## src/rtl/fetch_pkg.sv

```systemverilog
// rtl/fetch_pkg.sv - shared types and default widths for the PC sequencer
package fetch_pkg;

    // Branch condition encoding carried on BrCond
    typedef enum logic [1:0] {
        COND_ALWAYS = 2'b00,
        COND_EZ     = 2'b01,
        COND_NZ     = 2'b10,
        COND_NEVER  = 2'b11
    } cond_e;

    typedef enum logic {
        ST_RUN  = 1'b0,
        ST_HALT = 1'b1
    } state_e;

    localparam int T_DEF = 10;  // PC / instruction address width
    localparam int W_DEF = 8;   // target field width
    localparam int D_DEF = 4;   // return-address stack depth

endpackage

```

## src/rtl/pc_sequencer_if.sv

```systemverilog
// rtl/pc_sequencer_if.sv - decode/ALU <-> PC sequencer signal bundle
// master: decode side, drives control/condition/target, observes PC and status
// slave : sequencer, consumes control, drives ProgCtr, ProgCtr_p1, Halted, StackErr
interface pc_sequencer_if #(
    parameter int T = fetch_pkg::T_DEF,
    parameter int W = fetch_pkg::W_DEF
);
    logic         Stall;
    logic         Done;
    logic         BrEn;
    logic [1:0]   BrCond;
    logic         BrRel;
    logic         Call;
    logic         Ret;
    logic         Zero;
    logic [W-1:0] Target;
    logic [T-1:0] ProgCtr;
    logic [T-1:0] ProgCtr_p1;
    logic         Halted;
    logic         StackErr;

    modport master (
        output Stall, Done, BrEn, BrCond, BrRel, Call, Ret, Zero, Target,
        input  ProgCtr, ProgCtr_p1, Halted, StackErr
    );

    modport slave (
        input  Stall, Done, BrEn, BrCond, BrRel, Call, Ret, Zero, Target,
        output ProgCtr, ProgCtr_p1, Halted, StackErr
    );
endinterface

```

## src/rtl/ret_stack.sv

```systemverilog
// rtl/ret_stack.sv - hardware return-address stack
// Ports: clk, rst (sync, active-high, clears pointer), push/push_data,
//        pop, full, empty, top (entry that the next pop returns).
// push and pop must not be asserted together; the caller guards against
// pushing when full and popping when empty.
module ret_stack #(
    parameter int T = 10,
    parameter int D = 4
) (
    input  logic         clk,
    input  logic         rst,
    input  logic         push,
    input  logic         pop,
    input  logic [T-1:0] push_data,
    output logic         full,
    output logic         empty,
    output logic [T-1:0] top
);
    localparam int PW = $clog2(D + 1);
    // Storage is rounded up to a power of two so the address is exactly AW bits
    localparam int AW = (D > 1) ? $clog2(D) : 1;
    localparam int NE = 1 << AW;

    logic [PW-1:0] ptr_q;
    logic [T-1:0]  mem_q [NE];
    logic [AW-1:0] wr_idx;
    logic [AW-1:0] rd_idx;

    assign empty  = (ptr_q == '0);
    assign full   = (ptr_q == PW'(D));
    assign wr_idx = AW'(ptr_q);
    assign rd_idx = AW'(ptr_q - PW'(1));
    assign top    = mem_q[rd_idx];

    always_ff @(posedge clk) begin
        if (rst) begin
            ptr_q <= '0;
        end else if (push) begin
            ptr_q <= ptr_q + PW'(1);
        end else if (pop) begin
            ptr_q <= ptr_q - PW'(1);
        end
    end

    // Entries need no reset: an empty pointer makes them unreachable
    always_ff @(posedge clk) begin
        if (push && !rst) begin
            mem_q[wr_idx] <= push_data;
        end
    end

endmodule

```

## src/rtl/pc_sequencer.sv

```systemverilog
// rtl/pc_sequencer.sv - program-counter sequencer with branches, call/return and halt
// Ports: Clk, Reset (sync, active-high), bus (pc_sequencer_if.slave):
//   in : Stall, Done, BrEn, BrCond, BrRel, Call, Ret, Zero, Target
//   out: ProgCtr, ProgCtr_p1, Halted, StackErr
module pc_sequencer
    import fetch_pkg::*;
#(
    parameter int T = T_DEF,
    parameter int W = W_DEF,
    parameter int D = D_DEF
) (
    input  logic           Clk,
    input  logic           Reset,
    pc_sequencer_if.slave  bus
);
    logic [T-1:0] pc_q, pc_d;
    state_e       state_q, state_d;
    logic         err_q, err_d;

    logic         ras_push, ras_pop;
    logic         ras_full, ras_empty;
    logic [T-1:0] ras_top;

    logic [T-1:0] pc_p1;
    logic [T-1:0] tgt_abs;
    logic [T-1:0] tgt_rel;
    logic [T-1:0] br_tgt;
    logic         taken;
    cond_e        cond;

    assign pc_p1   = pc_q + T'(1);
    assign tgt_abs = T'(bus.Target);
    assign tgt_rel = pc_q + T'($signed(bus.Target));
    assign br_tgt  = bus.BrRel ? tgt_rel : tgt_abs;
    assign cond    = cond_e'(bus.BrCond);

    always_comb begin
        taken = 1'b0;
        unique case (cond)
            COND_ALWAYS: taken = bus.BrEn;
            COND_EZ:     taken = bus.BrEn &  bus.Zero;
            COND_NZ:     taken = bus.BrEn & ~bus.Zero;
            COND_NEVER:  taken = 1'b0;
            default:     taken = 1'b0;
        endcase
    end

    // Priority chain: Stall > Ret > Call > taken branch > Done > increment.
    // A stack fault halts with the PC left where it was.
    always_comb begin
        pc_d     = pc_q;
        state_d  = state_q;
        err_d    = err_q;
        ras_push = 1'b0;
        ras_pop  = 1'b0;
        if (state_q == ST_RUN && !bus.Stall) begin
            if (bus.Ret) begin
                if (!ras_empty) begin
                    pc_d    = ras_top;
                    ras_pop = 1'b1;
                end else begin
                    err_d   = 1'b1;
                    state_d = ST_HALT;
                end
            end else if (bus.Call) begin
                if (!ras_full) begin
                    pc_d     = tgt_abs;
                    ras_push = 1'b1;
                end else begin
                    err_d   = 1'b1;
                    state_d = ST_HALT;
                end
            end else if (taken) begin
                pc_d = br_tgt;
            end else if (bus.Done) begin
                state_d = ST_HALT;
            end else begin
                pc_d = pc_p1;
            end
        end
    end

    always_ff @(posedge Clk) begin
        if (Reset) begin
            pc_q    <= '0;
            state_q <= ST_RUN;
            err_q   <= 1'b0;
        end else begin
            pc_q    <= pc_d;
            state_q <= state_d;
            err_q   <= err_d;
        end
    end

    ret_stack #(
        .T (T),
        .D (D)
    ) u_ras (
        .clk       (Clk),
        .rst       (Reset),
        .push      (ras_push),
        .pop       (ras_pop),
        .push_data (pc_p1),
        .full      (ras_full),
        .empty     (ras_empty),
        .top       (ras_top)
    );

    assign bus.ProgCtr    = pc_q;
    assign bus.ProgCtr_p1 = pc_p1;
    assign bus.Halted     = (state_q == ST_HALT);
    assign bus.StackErr   = err_q;

endmodule

```

## src/flat_wrapper.sv

```systemverilog
// flat-port wrapper written by rule: the top's interface ports become plain ports
module pc_sequencer_flat import fetch_pkg::*;
#(
    parameter int T = T_DEF,
    parameter int W = W_DEF,
    parameter int D = D_DEF
)
  (Clk, Reset, bus_Stall, bus_Done, bus_BrEn, bus_BrCond, bus_BrRel, bus_Call, bus_Ret, bus_Zero, bus_Target, bus_ProgCtr, bus_ProgCtr_p1, bus_Halted, bus_StackErr);
  pc_sequencer_if #(.T(T), .W(W)) bus_i ();
  input  logic Clk;
  input  logic Reset;
  input wire logic [$bits(bus_i.Stall)-1:0] bus_Stall;
  input wire logic [$bits(bus_i.Done)-1:0] bus_Done;
  input wire logic [$bits(bus_i.BrEn)-1:0] bus_BrEn;
  input wire logic [$bits(bus_i.BrCond)-1:0] bus_BrCond;
  input wire logic [$bits(bus_i.BrRel)-1:0] bus_BrRel;
  input wire logic [$bits(bus_i.Call)-1:0] bus_Call;
  input wire logic [$bits(bus_i.Ret)-1:0] bus_Ret;
  input wire logic [$bits(bus_i.Zero)-1:0] bus_Zero;
  input wire logic [$bits(bus_i.Target)-1:0] bus_Target;
  output wire logic [$bits(bus_i.ProgCtr)-1:0] bus_ProgCtr;
  output wire logic [$bits(bus_i.ProgCtr_p1)-1:0] bus_ProgCtr_p1;
  output wire logic [$bits(bus_i.Halted)-1:0] bus_Halted;
  output wire logic [$bits(bus_i.StackErr)-1:0] bus_StackErr;
  assign bus_i.Stall = bus_Stall;
  assign bus_i.Done = bus_Done;
  assign bus_i.BrEn = bus_BrEn;
  assign bus_i.BrCond = bus_BrCond;
  assign bus_i.BrRel = bus_BrRel;
  assign bus_i.Call = bus_Call;
  assign bus_i.Ret = bus_Ret;
  assign bus_i.Zero = bus_Zero;
  assign bus_i.Target = bus_Target;
  assign bus_ProgCtr = bus_i.ProgCtr;
  assign bus_ProgCtr_p1 = bus_i.ProgCtr_p1;
  assign bus_Halted = bus_i.Halted;
  assign bus_StackErr = bus_i.StackErr;
  pc_sequencer #(.T(T), .W(W), .D(D)) u_core (.Clk(Clk), .Reset(Reset), .bus(bus_i));
endmodule
```

## config.mk

```make
export PLATFORM = sky130hd
export DESIGN_NAME = pc_sequencer_flat
export DESIGN_NICKNAME = d
export VERILOG_FILES = /design/src/rtl/fetch_pkg.sv /design/src/rtl/pc_sequencer_if.sv /design/src/rtl/ret_stack.sv /design/src/rtl/pc_sequencer.sv /design/src/flat_wrapper.sv
export SDC_FILE = /design/constraint.sdc
export NUM_CORES = 1
export LEC_CHECK = 0
export ABC_AREA = 1
export CELL_PAD_IN_SITES_DETAIL_PLACEMENT = 1
export CELL_PAD_IN_SITES_GLOBAL_PLACEMENT = 1
export CORE_MARGIN = 2
export CORE_UTILIZATION = 40
export CTS_CLUSTER_DIAMETER = 150
export DETAILED_ROUTE_END_ITERATION = 16
export GPL_ROUTABILITY_DRIVEN = 0
export PLACE_DENSITY = 0.84
export SYNTH_ARGS = -nofsm -noshare
export SYNTH_HDL_FRONTEND = slang
export SYNTH_SLANG_ARGS = --single-unit
```

## constraint.sdc

```tcl
create_clock -name Clk -period 6.56 [get_ports Clk]
set_clock_uncertainty 0.2 [all_clocks]
set_input_delay 1.968 -clock Clk [delete_from_list [all_inputs] [get_ports Clk]]
set_output_delay 1.968 -clock Clk [all_outputs]
set_load 0.05 [all_outputs]
```

# Word level (Yosys, flattened, before mapping)
# Memory sizes are Yosys's and may differ from the RTL's.
# Cells that the tools add are included.
# op_classes
n_eq_ne,10
n_addsub,4
n_reduce_logical,13
n_div,0
magnitude_cmp,0
mul,0
n_mux,27
shift,0
n_bitwise,4
# op_table
operator,count
$mux W10,7
$mux W1,17
$add A10 B1 Y10 const B,1
$add A10 B10 Y10,1
$reduce_and A4 Y1,2
$mux W3,2
$ne A3 B3 Y1 const B,2
$reduce_bool A2 Y1,3
$reduce_and A5 Y1,1
$eq A2 B2 Y1 const B,2
$ne A4 B1 Y1 const B,1
$pmux W1 S4,1
$add A3 B1 Y3 const B,1
$eq A3 B3 Y1 const B,1
$logic_not A3 Y1,1
$ne A3 B1 Y1 const B,1
$reduce_bool A3 Y1,1
$sub A3 B1 Y3 const B,1
$and A1 B1 Y1,2
$eq A2 B1 Y1 const B,1
$logic_and A1 B1 Y1,2
$logic_not A1 Y1,2
$logic_not A2 Y1,1
$ne A2 B1 Y1 const B,1
2 further kinds,3
# totals
regBits,15
latchBits,0
romBits,0
output_inout_bits,22
n_memories,1
elab_cells,63
in_bits,19
mem_bits_rw,40
# mem_list
memory,depth,width,rd,rd_clocked_by_memory_dff,write_ports,line_no,rtl
u_core.u_ras.mem_q,4,10,1,0,1,ret_stack.sv:25,logic [T-1:0] mem_q [NE];

# Logic depth before layout (Yosys ltp)
# Gate-level depths: netlist (run 1).
# depth
depth_word,8
mapped_depth,12
mapped_depth_nobuf,12

# Cells and area by module
# A second synthesis (run 1) with hierarchy kept.
# hier_totals
hier_cells,417
area_unflattened_um2,3385.7
# by_module_without_submodules
module,area_each_um2,cells_per_inst,instances,seq_area_each_um2
ret_stack,1793.0,149,1,1261.2
pc_sequencer,1592.8,268,1,240.2

# Least setup slack after synthesis (run 1)
# OpenSTA, ideal clock, no wires.
# synth_path
path_kind,register to output
startpoint,"register u_core.pc_q[1], in the netlist u_core.bus.ProgCtr[1]"
endpoint,output port bus_ProgCtr_p1[4]
t_arrival_ns,2.188
required_ns,4.392
path_buffers,0
stages_incl_launch_ff,5
path_slack_ns,2.204
cell_sequence,dfxtp_1 ha_1 nand2_2 nor2_1 xor2_1
# synth_via
elab_chain_len,1
# synth_lines
element,line_no,rtl
"start, declared",pc_sequencer.sv:16,"logic [T-1:0] pc_q, pc_d;"
"start signal, assigned",pc_sequencer.sv:89,pc_q <= pc_d;
$add A10 B1 Y10,pc_sequencer.sv:31,assign pc_p1 = pc_q + T'(1);
"end, declared",flat_wrapper.sv:22,output wire logic [$bits(bus_i.ProgCtr_p1)-1:0] bus_ProgCtr_p1;
# No other way between the ends.

# Worst setup path after layout (run 1)
# layout_path
startpoint,"register u_core.pc_q[1], in the netlist u_core.bus.ProgCtr[1]"
endpoint,output port bus_ProgCtr_p1[8]
# Same word-level chain as after synthesis.

==> report_table.html, run 1 <==
<table>
<tr><th>Metric</th><th>Value</th></tr>
<tr><th colspan="2">Routing</th></tr>
<tr><td>Detailed-route wire length per cell</td><td>17.22 um</td></tr>
<tr><td>Post-detailed-route DRC marker count</td><td>0</td></tr>
<tr><td>Routed vias</td><td>2907</td></tr>
<tr><td>First-pass detailed-route iteration total</td><td>4</td></tr>
<tr><td>Average via count per standard cell</td><td>5.324</td></tr>
<tr><td>Routed Antenna Nets</td><td>0</td></tr>
<tr><td>Post-detailed-routing wire length</td><td>9402 um</td></tr>
<tr><td>First-iteration detailed-routing DRC count</td><td>118</td></tr>
<tr><th colspan="2">Synth</th></tr>
<tr><td>Post-Synthesis Net Count</td><td>441</td></tr>
<tr><td>Area share of the largest cell type after synthesis</td><td>35.89%</td></tr>
<tr><td>Post-synthesis mux area share</td><td>0%</td></tr>
<tr><td>Leading cell types by total area after synthesis</td><td>sky130_fd_sc_hd__edfxtp_1 36%, sky130_fd_sc_hd__nand2_1 9.1%, sky130_fd_sc_hd__dfxtp_1 9.0%</td></tr>
<tr><td>Synth Register Bits</td><td>55</td></tr>
<tr><td>Compound-gate portion of the synthesized area</td><td>13.27%</td></tr>
<tr><td>Synthesized area divided by synthesized cell count</td><td>8.305 sq um</td></tr>
<tr><td>Total standard cell area after synthesis</td><td>3347 sq um</td></tr>
<tr><td>Post-synthesis xor/xnor area fraction</td><td>2.879%</td></tr>
<tr><td>Sequential-to-total area share from yosys stat</td><td>44.86%</td></tr>
<tr><td>Unique masters post-synth</td><td>37</td></tr>
<tr><td>Total of warnings raised by yosys</td><td>0</td></tr>
<tr><td>Main combinational cell family by area after synthesis</td><td>simple AND/OR/NAND/NOR gates</td></tr>
<tr><td>Instance count of the mapped netlist</td><td>403</td></tr>
<tr><td>Post-synthesis adder-cell area fraction</td><td>7.327%</td></tr>
<tr><td>Area share of and/or/nand/nor cells after synthesis</td><td>24.86%</td></tr>
<tr><td>Most area-hungry cell type in the Yosys netlist</td><td>sky130_fd_sc_hd__edfxtp_1</td></tr>
<tr><th colspan="2">Setup path</th></tr>
<tr><td>Crit Path Category</td><td>reg2out</td></tr>
<tr><td>Endpoint of the most critical register-to-register path</td><td>u_core.u_ras.mem_q[2][0]</td></tr>
<tr><td>Nature of the critical path endpoint</td><td>output pin</td></tr>
<tr><td>Critical path peak fanout</td><td>7</td></tr>
<tr><td>Critical path endpoint</td><td>bus_ProgCtr_p1[8]</td></tr>
<tr><td>Critical path, cell by cell</td><td>ha_1 &gt; nand2_2 &gt; nor3_4 &gt; nand4_1 &gt; nand2_1 &gt; clkdlybuf4s50_1</td></tr>
<tr><td>Critical path launch point</td><td>u_core.bus.ProgCtr[1]</td></tr>
<tr><td>Cell with the largest stage delay on the worst path</td><td>sky130_fd_sc_hd__clkdlybuf4s50_1</td></tr>
<tr><td>FF-to-FF Start</td><td>u_core.u_ras.ptr_q[0]</td></tr>
<tr><td>Arrival time at the worst endpoint</td><td>2.60 ns</td></tr>
<tr><td>Path depth of the worst reg2reg path</td><td>6</td></tr>
<tr><td>Critical path launch point type</td><td>flop</td></tr>
<tr><td>Worst setup slack for register-to-register paths</td><td>2.83 ns</td></tr>
<tr><td>Required time of the worst setup path</td><td>4.39 ns</td></tr>
<tr><td>Maximum single-stage delay on the critical path</td><td>0.84 ns</td></tr>
<tr><th colspan="2">Power and ir drop</th></tr>
<tr><td>Clock group share of total power</td><td>20.5%</td></tr>
<tr><td>Peak supply drop</td><td>0.1039 mV</td></tr>
<tr><td>Fraction of power spent switching nets</td><td>36.94%</td></tr>
<tr><td>Power consumption</td><td>0.8985 mW</td></tr>
<tr><td>Internal portion of total power</td><td>0.5666 mW</td></tr>
<tr><td>Sequential share of power</td><td>45.8%</td></tr>
<tr><td>Power density cells</td><td>229.8 nW/um^2</td></tr>
<tr><td>Static Leak</td><td>1.605 nW</td></tr>
<tr><td>Proportion of power drawn by combinational gates</td><td>33.7%</td></tr>
<tr><td>Net load switching power</td><td>0.3319 mW</td></tr>
<tr><th colspan="2">Flow run</th></tr>
<tr><td>Max-capacitance violation count</td><td>0</td></tr>
<tr><th colspan="2">Clocking</th></tr>
<tr><td>Setup bufs post-CTS</td><td>0</td></tr>
<tr><td>Buffer cell driving the clock tree root</td><td>sky130_fd_sc_hd__clkbuf_8</td></tr>
<tr><td>CTS sink count</td><td>55</td></tr>
<tr><td>Longest Clk Path Bufs</td><td>2</td></tr>
<tr><td>Number of cells upsized or downsized after cts</td><td>0</td></tr>
<tr><td>Hold buffers post-CTS</td><td>0</td></tr>
<tr><td>CTS Buf Count</td><td>5</td></tr>
<tr><td>Clock transition at path regs</td><td>0.10 ns</td></tr>
<tr><td>Clock tree from TritonCTS</td><td>done</td></tr>
<tr><td>Clock insertion delay at the later pin of the skew report</td><td>0.30 ns</td></tr>
<tr><td># H-tree levels</td><td>2</td></tr>
<tr><th colspan="2">STA</th></tr>
<tr><td>Final critical-path required period</td><td>4.767 ns</td></tr>
<tr><td>Worst-case setup margin in the final layout</td><td>1.793 ns</td></tr>
<tr><td>Transition time at the pin with the least slew margin</td><td>1.001 ns</td></tr>
<tr><td>Endpoints failing setup</td><td>0</td></tr>
<tr><td>Maximum clock rate</td><td>0.2098 GHz</td></tr>
<tr><td>Final hold violation count</td><td>0</td></tr>
<tr><td>Relative slew slack</td><td>33.00%</td></tr>
<tr><td>Max-slew violation count</td><td>0</td></tr>
<tr><td>Post-route clock period utilization</td><td>72.67%</td></tr>
<tr><td>Unrepaired setup endpoints after global routing</td><td>false</td></tr>
<tr><td>Setup TNS</td><td>0 ns</td></tr>
<tr><th colspan="2">Floorplanning</th></tr>
<tr><td>Die boundary height</td><td>95.48 um</td></tr>
<tr><td>Core Box Area</td><td>8175 sq um</td></tr>
<tr><td>Initial standard-cell utilization of the core</td><td>40.94%</td></tr>
<tr><td>Width of the die</td><td>95.48 um</td></tr>
<tr><td>Area enclosed by the die boundary</td><td>9115 sq um</td></tr>
<tr><td>Std cell rows</td><td>33</td></tr>
<tr><td>Ports placed on the boundary</td><td>41</td></tr>
<tr><th colspan="2">Layout</th></tr>
<tr><td>Final #Nets</td><td>478</td></tr>
<tr><td>Layout filler cell count</td><td>1008</td></tr>
<tr><td>Area delta synth-&gt;final</td><td>16.82%</td></tr>
<tr><td>Register cell area after layout</td><td>1501 sq um</td></tr>
<tr><td>Antenna diode count</td><td>0</td></tr>
<tr><td>Footprint of the multi-input gates</td><td>1618 sq um</td></tr>
<tr><td>Fraction of final layout cells sized beyond drive strength 1</td><td>7.029%</td></tr>
<tr><th colspan="2">Place</th></tr>
<tr><td>Port Buffers</td><td>40</td></tr>
<tr><td>DP Worst Slack</td><td>1.786 ns</td></tr>
<tr><td>Hpwl dp</td><td>7269 um</td></tr>
<tr><th colspan="2">Global route</th></tr>
<tr><td>Vias in the first global route</td><td>2984</td></tr>
<tr><td>Initial antenna violation count</td><td>0</td></tr>
<tr><td>Largest net degree at the start of global routing</td><td>26</td></tr>
<tr><td>Total global routing overflow</td><td>0</td></tr>
<tr><td>Global-route wire length before repair</td><td>15150 um</td></tr>
<tr><td>Total global-route track usage</td><td>21.93%</td></tr>
<tr><th colspan="2">Outcome</th></tr>
<tr><td>Outcome</td><td>finished clean</td></tr>
<tr><th colspan="2">Worst hold path</th></tr>
<tr><td>Class of the most critical hold timing path</td><td>reg2reg</td></tr>
</table>
==> power by group through the flow <==
stage / registers [mW] / logic [mW] / clock network (mW)
2_1_floorplan: 0.439 / 0.183 / 0
3_3_place_gp: 0.419 / 0.292 / 0
3_5_place_dp: 0.420 / 0.301 / 0
4_1_cts: 0.412 / 0.304 / 0.188
5_1_grt: 0.414 / 0.331 / 0.200
6_report: 0.412 / 0.303 / 0.184
==> final cells by class <==
type / instances / share of cell area (%)
clock buffer: 5 / 1.760
clock inverter: 3 / 0.4800
inverter: 45 / 4.384
multi-input combinational: 293 / 41.38
sequential: 55 / 38.40
tap: 105 / 3.360
timing repair buffer: 40 / 10.24
==> cell usage after synthesis <==
master                     number
sky130_fd_sc_hd__a31oi_1        1
sky130_fd_sc_hd__o211ai_1       1
sky130_fd_sc_hd__inv_4          1
sky130_fd_sc_hd__o21bai_1       1
sky130_fd_sc_hd__or2_1          3
sky130_fd_sc_hd__nor2_4         3
sky130_fd_sc_hd__fa_1           1
sky130_fd_sc_hd__buf_2          6
sky130_fd_sc_hd__inv_2          3
sky130_fd_sc_hd__nand3_2        2
sky130_fd_sc_hd__nor2_1        48
sky130_fd_sc_hd__nor3_2         2
sky130_fd_sc_hd__a22o_1         1
sky130_fd_sc_hd__a21oi_1       38
sky130_fd_sc_hd__clkbuf_1       2
sky130_fd_sc_hd__o21ai_1       23
sky130_fd_sc_hd__ha_1          18
sky130_fd_sc_hd__buf_6          1
sky130_fd_sc_hd__nand3b_1       2
sky130_fd_sc_hd__nand3_4        1
sky130_fd_sc_hd__dfxtp_1       15
sky130_fd_sc_hd__o22ai_1        3
sky130_fd_sc_hd__nand4_1        3
sky130_fd_sc_hd__a221oi_1       2
sky130_fd_sc_hd__xor2_1         6
sky130_fd_sc_hd__xnor2_1        5
sky130_fd_sc_hd__nor2_2         4
sky130_fd_sc_hd__edfxtp_1      40
sky130_fd_sc_hd__nand3_1       23
sky130_fd_sc_hd__buf_4          1
sky130_fd_sc_hd__o21a_1         1
sky130_fd_sc_hd__o21ai_0       13
sky130_fd_sc_hd__inv_1         41
sky130_fd_sc_hd__nand2_1       81
sky130_fd_sc_hd__nor3_4         1
sky130_fd_sc_hd__nand2_4        2
sky130_fd_sc_hd__nand2_2        4
==> through the flow <==
| step | std cells | hold slack, ns | cell area [sq um] | util, % |
|---|---|---|---|---|
| after floorplan | 403 | 0.3258 | 3347 | - |
| after global placement | 538 | 0.2693 | 3822 | 46.76 |
| after detailed placement | 538 | 0.2812 | 3822 | 46.76 |
| after CTS | 546 | 0.3041 | 3910 | 47.83 |
| after global routing | 546 | 0.3205 | 3910 | 47.83 |
| final | 546 | 0.2918 | 3910 | 47.83 |
==> logic make-up (layout without fill, tap and decap cells) <==
group                    after synthesis  count (layout)
XOR/XNOR                              11              11
AO/OA/AOI/OAI                         84              84
AND/OR/NAND/NOR                      179             179
buffers and inverters                 55              93
flip-flops                            55              55
adder cells (fa/ha/maj)               19              19
==> sequential cells by signal, summed over array words and instances (netlist names) <==
| register | flops |
|---|---|
| u_core.bus.Halted | 1 |
| u_core.bus.ProgCtr | 10 |
| u_core.bus.StackErr | 1 |
| u_core.u_ras.mem_q | 40 |
| u_core.u_ras.ptr_q | 3 |
==> critical path, delay by kind of cell (launching register included) <==
kind / cells / cell delay, ns
buf+inv: 1 / 0.84
simple gates: 4 / 0.70
flops: 1 / 0.50
fa+ha+maj: 1 / 0.26
==> metal layers <==
layer	GRT usage, %	vias to the layer above	share of wire (%)	wire [um]
met4	6.667	0	1.7	160
met3	2.688	12	4.1	390
li1	-	1422	-	-
met5	0	-	0	0
met1	28.04	1405	44	4114
met2	38.73	68	50	4736
==> worst min-delay path by stage <==
stage / startpoint / slack [ns] / to / cells past startpoint
3_5_place_dp: u_core.bus.StackErr / 0.28 / u_core.bus.StackErr / 2
3_3_place_gp: u_core.bus.StackErr / 0.27 / u_core.bus.StackErr / 2
2_1_floorplan: u_core.u_ras.ptr_q[1] / 0.33 / u_core.u_ras.ptr_q[1] / 2
6_report: u_core.bus.StackErr / 0.29 / u_core.bus.StackErr / 2
4_1_cts: u_core.bus.StackErr / 0.30 / u_core.bus.StackErr / 2
5_1_grt: u_core.bus.StackErr / 0.32 / u_core.bus.StackErr / 2
==> cell usage in the layout (no fill, tap or decap), types with 3 or more instances in the layout <==
master	instances
sky130_fd_sc_hd__a21oi_1	38
sky130_fd_sc_hd__clkbuf_8	5
sky130_fd_sc_hd__clkdlybuf4s50_1	40
sky130_fd_sc_hd__dfxtp_1	15
sky130_fd_sc_hd__edfxtp_1	40
sky130_fd_sc_hd__ha_1	18
sky130_fd_sc_hd__inv_1	41
sky130_fd_sc_hd__inv_2	3
sky130_fd_sc_hd__nand2_1	81
sky130_fd_sc_hd__nand2_2	4
sky130_fd_sc_hd__nand3_1	23
sky130_fd_sc_hd__nand4_1	3
sky130_fd_sc_hd__nor2_1	48
sky130_fd_sc_hd__nor2_2	4
sky130_fd_sc_hd__nor2_4	3
sky130_fd_sc_hd__o21ai_0	13
sky130_fd_sc_hd__o21ai_1	23
sky130_fd_sc_hd__o22ai_1	3
sky130_fd_sc_hd__or2_1	3
sky130_fd_sc_hd__xnor2_1	5
sky130_fd_sc_hd__xor2_1	6
Note: power is estimated with default switching activity, not from simulation.
==> inputs of run 2 (changes only) <==
==> constraint.sdc (replaced) <==
create_clock -name Clk -period 4.49 [get_ports Clk]
set_clock_uncertainty 0.2 [all_clocks]
set_input_delay 1.347 -clock Clk [delete_from_list [all_inputs] [get_ports Clk]]
set_output_delay 1.347 -clock Clk [all_outputs]
set_load 0.05 [all_outputs]
==> report_table.html, run 2 (synthesis results as in run 1) <==
<table>
<tr><th>Metric</th><th>Value</th></tr>
<tr><th colspan="2">Clocking</th></tr>
<tr><td>Setup bufs post-CTS</td><td>0 (unchanged)</td></tr>
<tr><td>Clock transition at path regs</td><td>0.10 ns (about the same)</td></tr>
<tr><td>Buffer cell driving the clock tree root</td><td>sky130_fd_sc_hd__clkbuf_8 (unchanged)</td></tr>
<tr><td>Clock insertion delay at the later pin of the skew report</td><td>0.32 ns (was 0.30 ns)</td></tr>
<tr><td>Clock tree from TritonCTS</td><td>done (unchanged)</td></tr>
<tr><td># H-tree levels</td><td>2 (unchanged)</td></tr>
<tr><td>Hold buffers post-CTS</td><td>0 (unchanged)</td></tr>
<tr><td>CTS Buf Count</td><td>5 (unchanged)</td></tr>
<tr><td>CTS sink count</td><td>55 (unchanged)</td></tr>
<tr><td>Number of cells upsized or downsized after cts</td><td>0 (unchanged)</td></tr>
<tr><td>Longest Clk Path Bufs</td><td>2 (unchanged)</td></tr>
<tr><th colspan="2">Routing</th></tr>
<tr><td>First-pass detailed-route iteration total</td><td>4 (unchanged)</td></tr>
<tr><td>Routed vias</td><td>2949 (was 2907)</td></tr>
<tr><td>Post-detailed-routing wire length</td><td>9711 um (was 9402 um)</td></tr>
<tr><td>Detailed-route wire length per cell</td><td>17.53 um (was 17.22 um)</td></tr>
<tr><td>Post-detailed-route DRC marker count</td><td>0 (unchanged)</td></tr>
<tr><td>Routed Antenna Nets</td><td>0 (unchanged)</td></tr>
<tr><td>Average via count per standard cell</td><td>5.323 (was 5.324)</td></tr>
<tr><td>First-iteration detailed-routing DRC count</td><td>153 (was 118)</td></tr>
<tr><th colspan="2">STA</th></tr>
<tr><td>Max-slew violation count</td><td>0 (unchanged)</td></tr>
<tr><td>Final critical-path required period</td><td>4.245 ns</td></tr>
<tr><td>Hold Worst Slack</td><td>0.2988 ns (was 0.2918 ns)</td></tr>
<tr><td>Unrepaired setup endpoints after global routing</td><td>false (unchanged)</td></tr>
<tr><td>Endpoints failing setup</td><td>0 (unchanged)</td></tr>
<tr><td>Maximum clock rate</td><td>0.2356 GHz</td></tr>
<tr><td>Relative slew slack</td><td>62.10% (was 33.00%)</td></tr>
<tr><td>Final hold violation count</td><td>0 (unchanged)</td></tr>
<tr><td>Setup TNS</td><td>0 ns (unchanged)</td></tr>
<tr><td>Post-route clock period utilization</td><td>94.55%</td></tr>
<tr><td>Transition time at the pin with the least slew margin</td><td>0.5666 ns (was 1.001 ns)</td></tr>
<tr><th colspan="2">Layout</th></tr>
<tr><td>Core occupancy in the finished layout</td><td>49.11% (was 47.83%)</td></tr>
<tr><td>Register ranked first by flip-flop count</td><td>u_core.u_ras.mem_q (unchanged)</td></tr>
<tr><td>Most used cells in the layout excluding fill and tap cells</td><td>81 x sky130_fd_sc_hd__nand2_1, 48 x sky130_fd_sc_hd__nor2_1, 41 x sky130_fd_sc_hd__inv_1 (unchanged)</td></tr>
<tr><td>Flip-flop count of the largest register after layout</td><td>40 (unchanged)</td></tr>
<tr><td>Layout filler cell count</td><td>1015 (was 1008)</td></tr>
<tr><td>Fraction of final layout cells sized beyond drive strength 1</td><td>8.463% (was 7.029%)</td></tr>
<tr><td>Number of cells in the finished layout apart from fillers</td><td>554 (was 546)</td></tr>
<tr><td>Antenna diode count</td><td>0 (unchanged)</td></tr>
<tr><td>Most common library cell in the layout ignoring fill and taps</td><td>sky130_fd_sc_hd__nand2_1 (unchanged)</td></tr>
<tr><td>Final #Nets</td><td>486 (was 478)</td></tr>
<tr><td>Area delta synth-&gt;final</td><td>19.96% (was 16.82%)</td></tr>
<tr><th colspan="2">Setup path</th></tr>
<tr><td>Dominant delay contributor by cell family on the critical path</td><td>buffers and inverters (unchanged)</td></tr>
<tr><td>Critical path, cell by cell</td><td>ha_1 &gt; nand2_2 &gt; nor2_1 &gt; xor2_1 &gt; clkdlybuf4s50_1 (was ha_1 &gt; nand2_2 &gt; nor3_4 &gt; nand4_1 &gt; nand2_1 &gt; clkdlybuf4s50_1)</td></tr>
<tr><td>Critical path launch point type</td><td>flop (unchanged)</td></tr>
<tr><td>Cell with the largest stage delay on the worst path</td><td>sky130_fd_sc_hd__clkdlybuf4s50_1 (unchanged)</td></tr>
<tr><td>Arrival time at the worst endpoint</td><td>2.70 ns (was 2.60 ns)</td></tr>
<tr><td>Nature of the critical path endpoint</td><td>output pin (unchanged)</td></tr>
<tr><td>FF-to-FF Start</td><td>u_core.u_ras.ptr_q[0] (unchanged)</td></tr>
<tr><td>Required time of the worst setup path</td><td>2.94 ns (was 4.39 ns)</td></tr>
<tr><td>Maximum single-stage delay on the critical path</td><td>0.90 ns (was 0.84 ns)</td></tr>
<tr><td>Number of buffers and inverters on the critical path</td><td>1 (unchanged)</td></tr>
<tr><td>Critical path peak fanout</td><td>8 (was 7)</td></tr>
<tr><td>Critical path launch point</td><td>u_core.bus.ProgCtr[0] (was u_core.bus.ProgCtr[1])</td></tr>
<tr><td>Crit Path Category</td><td>reg2out (unchanged)</td></tr>
<tr><th colspan="2">Floorplanning</th></tr>
<tr><td>Area enclosed by the die boundary</td><td>9115 sq um (unchanged)</td></tr>
<tr><td>Ports placed on the boundary</td><td>41 (unchanged)</td></tr>
<tr><td>Width of the die</td><td>95.48 um (unchanged)</td></tr>
<tr><td>Initial standard-cell utilization of the core</td><td>40.94% (unchanged)</td></tr>
<tr><td>Core Box Area</td><td>8175 sq um (unchanged)</td></tr>
<tr><td>Die boundary height</td><td>95.48 um (unchanged)</td></tr>
<tr><td>Std cell rows</td><td>33 (unchanged)</td></tr>
<tr><th colspan="2">Place</th></tr>
<tr><td>Hpwl dp</td><td>7345 um (was 7269 um)</td></tr>
<tr><td>Port Buffers</td><td>40 (unchanged)</td></tr>
<tr><td>Cells after DPL</td><td>546 (was 538)</td></tr>
<tr><th colspan="2">Outcome</th></tr>
<tr><td>Outcome</td><td>finished clean (unchanged)</td></tr>
<tr><th colspan="2">Global route</th></tr>
<tr><td>Initial antenna violation count</td><td>0 (unchanged)</td></tr>
<tr><td>Total global routing overflow</td><td>0 (unchanged)</td></tr>
<tr><td>Vias in the first global route</td><td>3194 (was 2984)</td></tr>
<tr><td>Total global-route track usage</td><td>23.10% (was 21.93%)</td></tr>
<tr><td>Global-route wire length before repair</td><td>16080 um (was 15150 um)</td></tr>
<tr><td>Largest net degree at the start of global routing</td><td>26 (unchanged)</td></tr>
<tr><th colspan="2">Power and ir drop</th></tr>
<tr><td>Power density cells</td><td>357.7 nW/um^2 (was 229.8 nW/um^2)</td></tr>
<tr><td>Static Leak</td><td>1.664 nW (was 1.605 nW)</td></tr>
<tr><td>Peak supply drop</td><td>0.1295 mV (was 0.1039 mV)</td></tr>
<tr><td>Power consumption</td><td>1.436 mW (was 0.8985 mW)</td></tr>
<tr><th colspan="2">Flow run</th></tr>
<tr><td>Max-capacitance violation count</td><td>0 (unchanged)</td></tr>
<tr><th colspan="2">Worst hold path</th></tr>
<tr><td>Hold wc startpoint</td><td>u_core.bus.StackErr (unchanged)</td></tr>
<tr><td>Class of the most critical hold timing path</td><td>reg2reg (unchanged)</td></tr>
</table>
run 2: cell count changes in the layout (fill, tap and decap cells not counted):
| cell | change |
|---|---|
| sky130_fd_sc_hd__clkinv_2 | -2 |
| sky130_fd_sc_hd__clkbuf_1 | +1 |
| sky130_fd_sc_hd__inv_6 | -1 |
| sky130_fd_sc_hd__bufinv_16 | +2 |
| sky130_fd_sc_hd__buf_4 | +8 |
run 2: area by class of cell:
type / instances / area (sq um) / area share (%)
multi-input combinational: 293 / 1618 / 40.29
sequential: 55 / 1501 / 37.39
timing repair buffer: 48 / 460.4 / 11.47
inverter: 45 / 171.4 / 4.269
tap: 105 / 131.4 / 3.272
clock buffer: 6 / 72.57 / 1.807
clock inverter: 2 / 60.06 / 1.496
run 2: path summary, 6_finish.rpt:
check,to,slack [ns],cells past startpoint
hold reg to reg,u_core.bus.StackErr,0.30,2
setup reg to reg,u_core.u_ras.mem_q[0][4],1.80,8
setup / recovery,bus_ProgCtr_p1[4],0.24,5
hold / removal,u_core.bus.StackErr,0.30,2
run 2: metrics by stage:
| stage | setup WS (ns) | area, sq um |
|---|---|---|
| final | 0.2447 | 4015 |
| after global routing | 0.1380 | 4015 |
| after CTS | 0.2810 | 4015 |
| after detailed placement | 0.6959 | 3882 |
| after global placement | 0.7583 | 3882 |
| after floorplan | 0.7545 | 3347 |
run 2: metal layers:
metal | vias up | wire (um) | GRT usage [%]
li1 | 1441 | - | -
met1 | 1428 | 4234 | 29.42
met2 | 59 | 4926 | 40.67
met3 | 21 | 297 | 2.688
met4 | 0 | 253 | 7.738
met5 | - | 0 | 0
run 2: where the power goes:
group / internal (mW) / switching, mW / total, mW / leakage (nW)
clock: 0.223 / 0.168 / 0.391 / 0.0654
sequential: 0.570 / 0.0267 / 0.597 / 0.493
combinational: 0.152 / 0.297 / 0.449 / 1.11
total: 0.945 / 0.492 / 1.44 / 1.66
run 2: worst min-delay path: stages, from the launching register on:
cell and delay (ns):
sky130_fd_sc_hd__dfxtp_1 0.35, sky130_fd_sc_hd__a21oi_1 0.05, sky130_fd_sc_hd__nor2_1 0.07
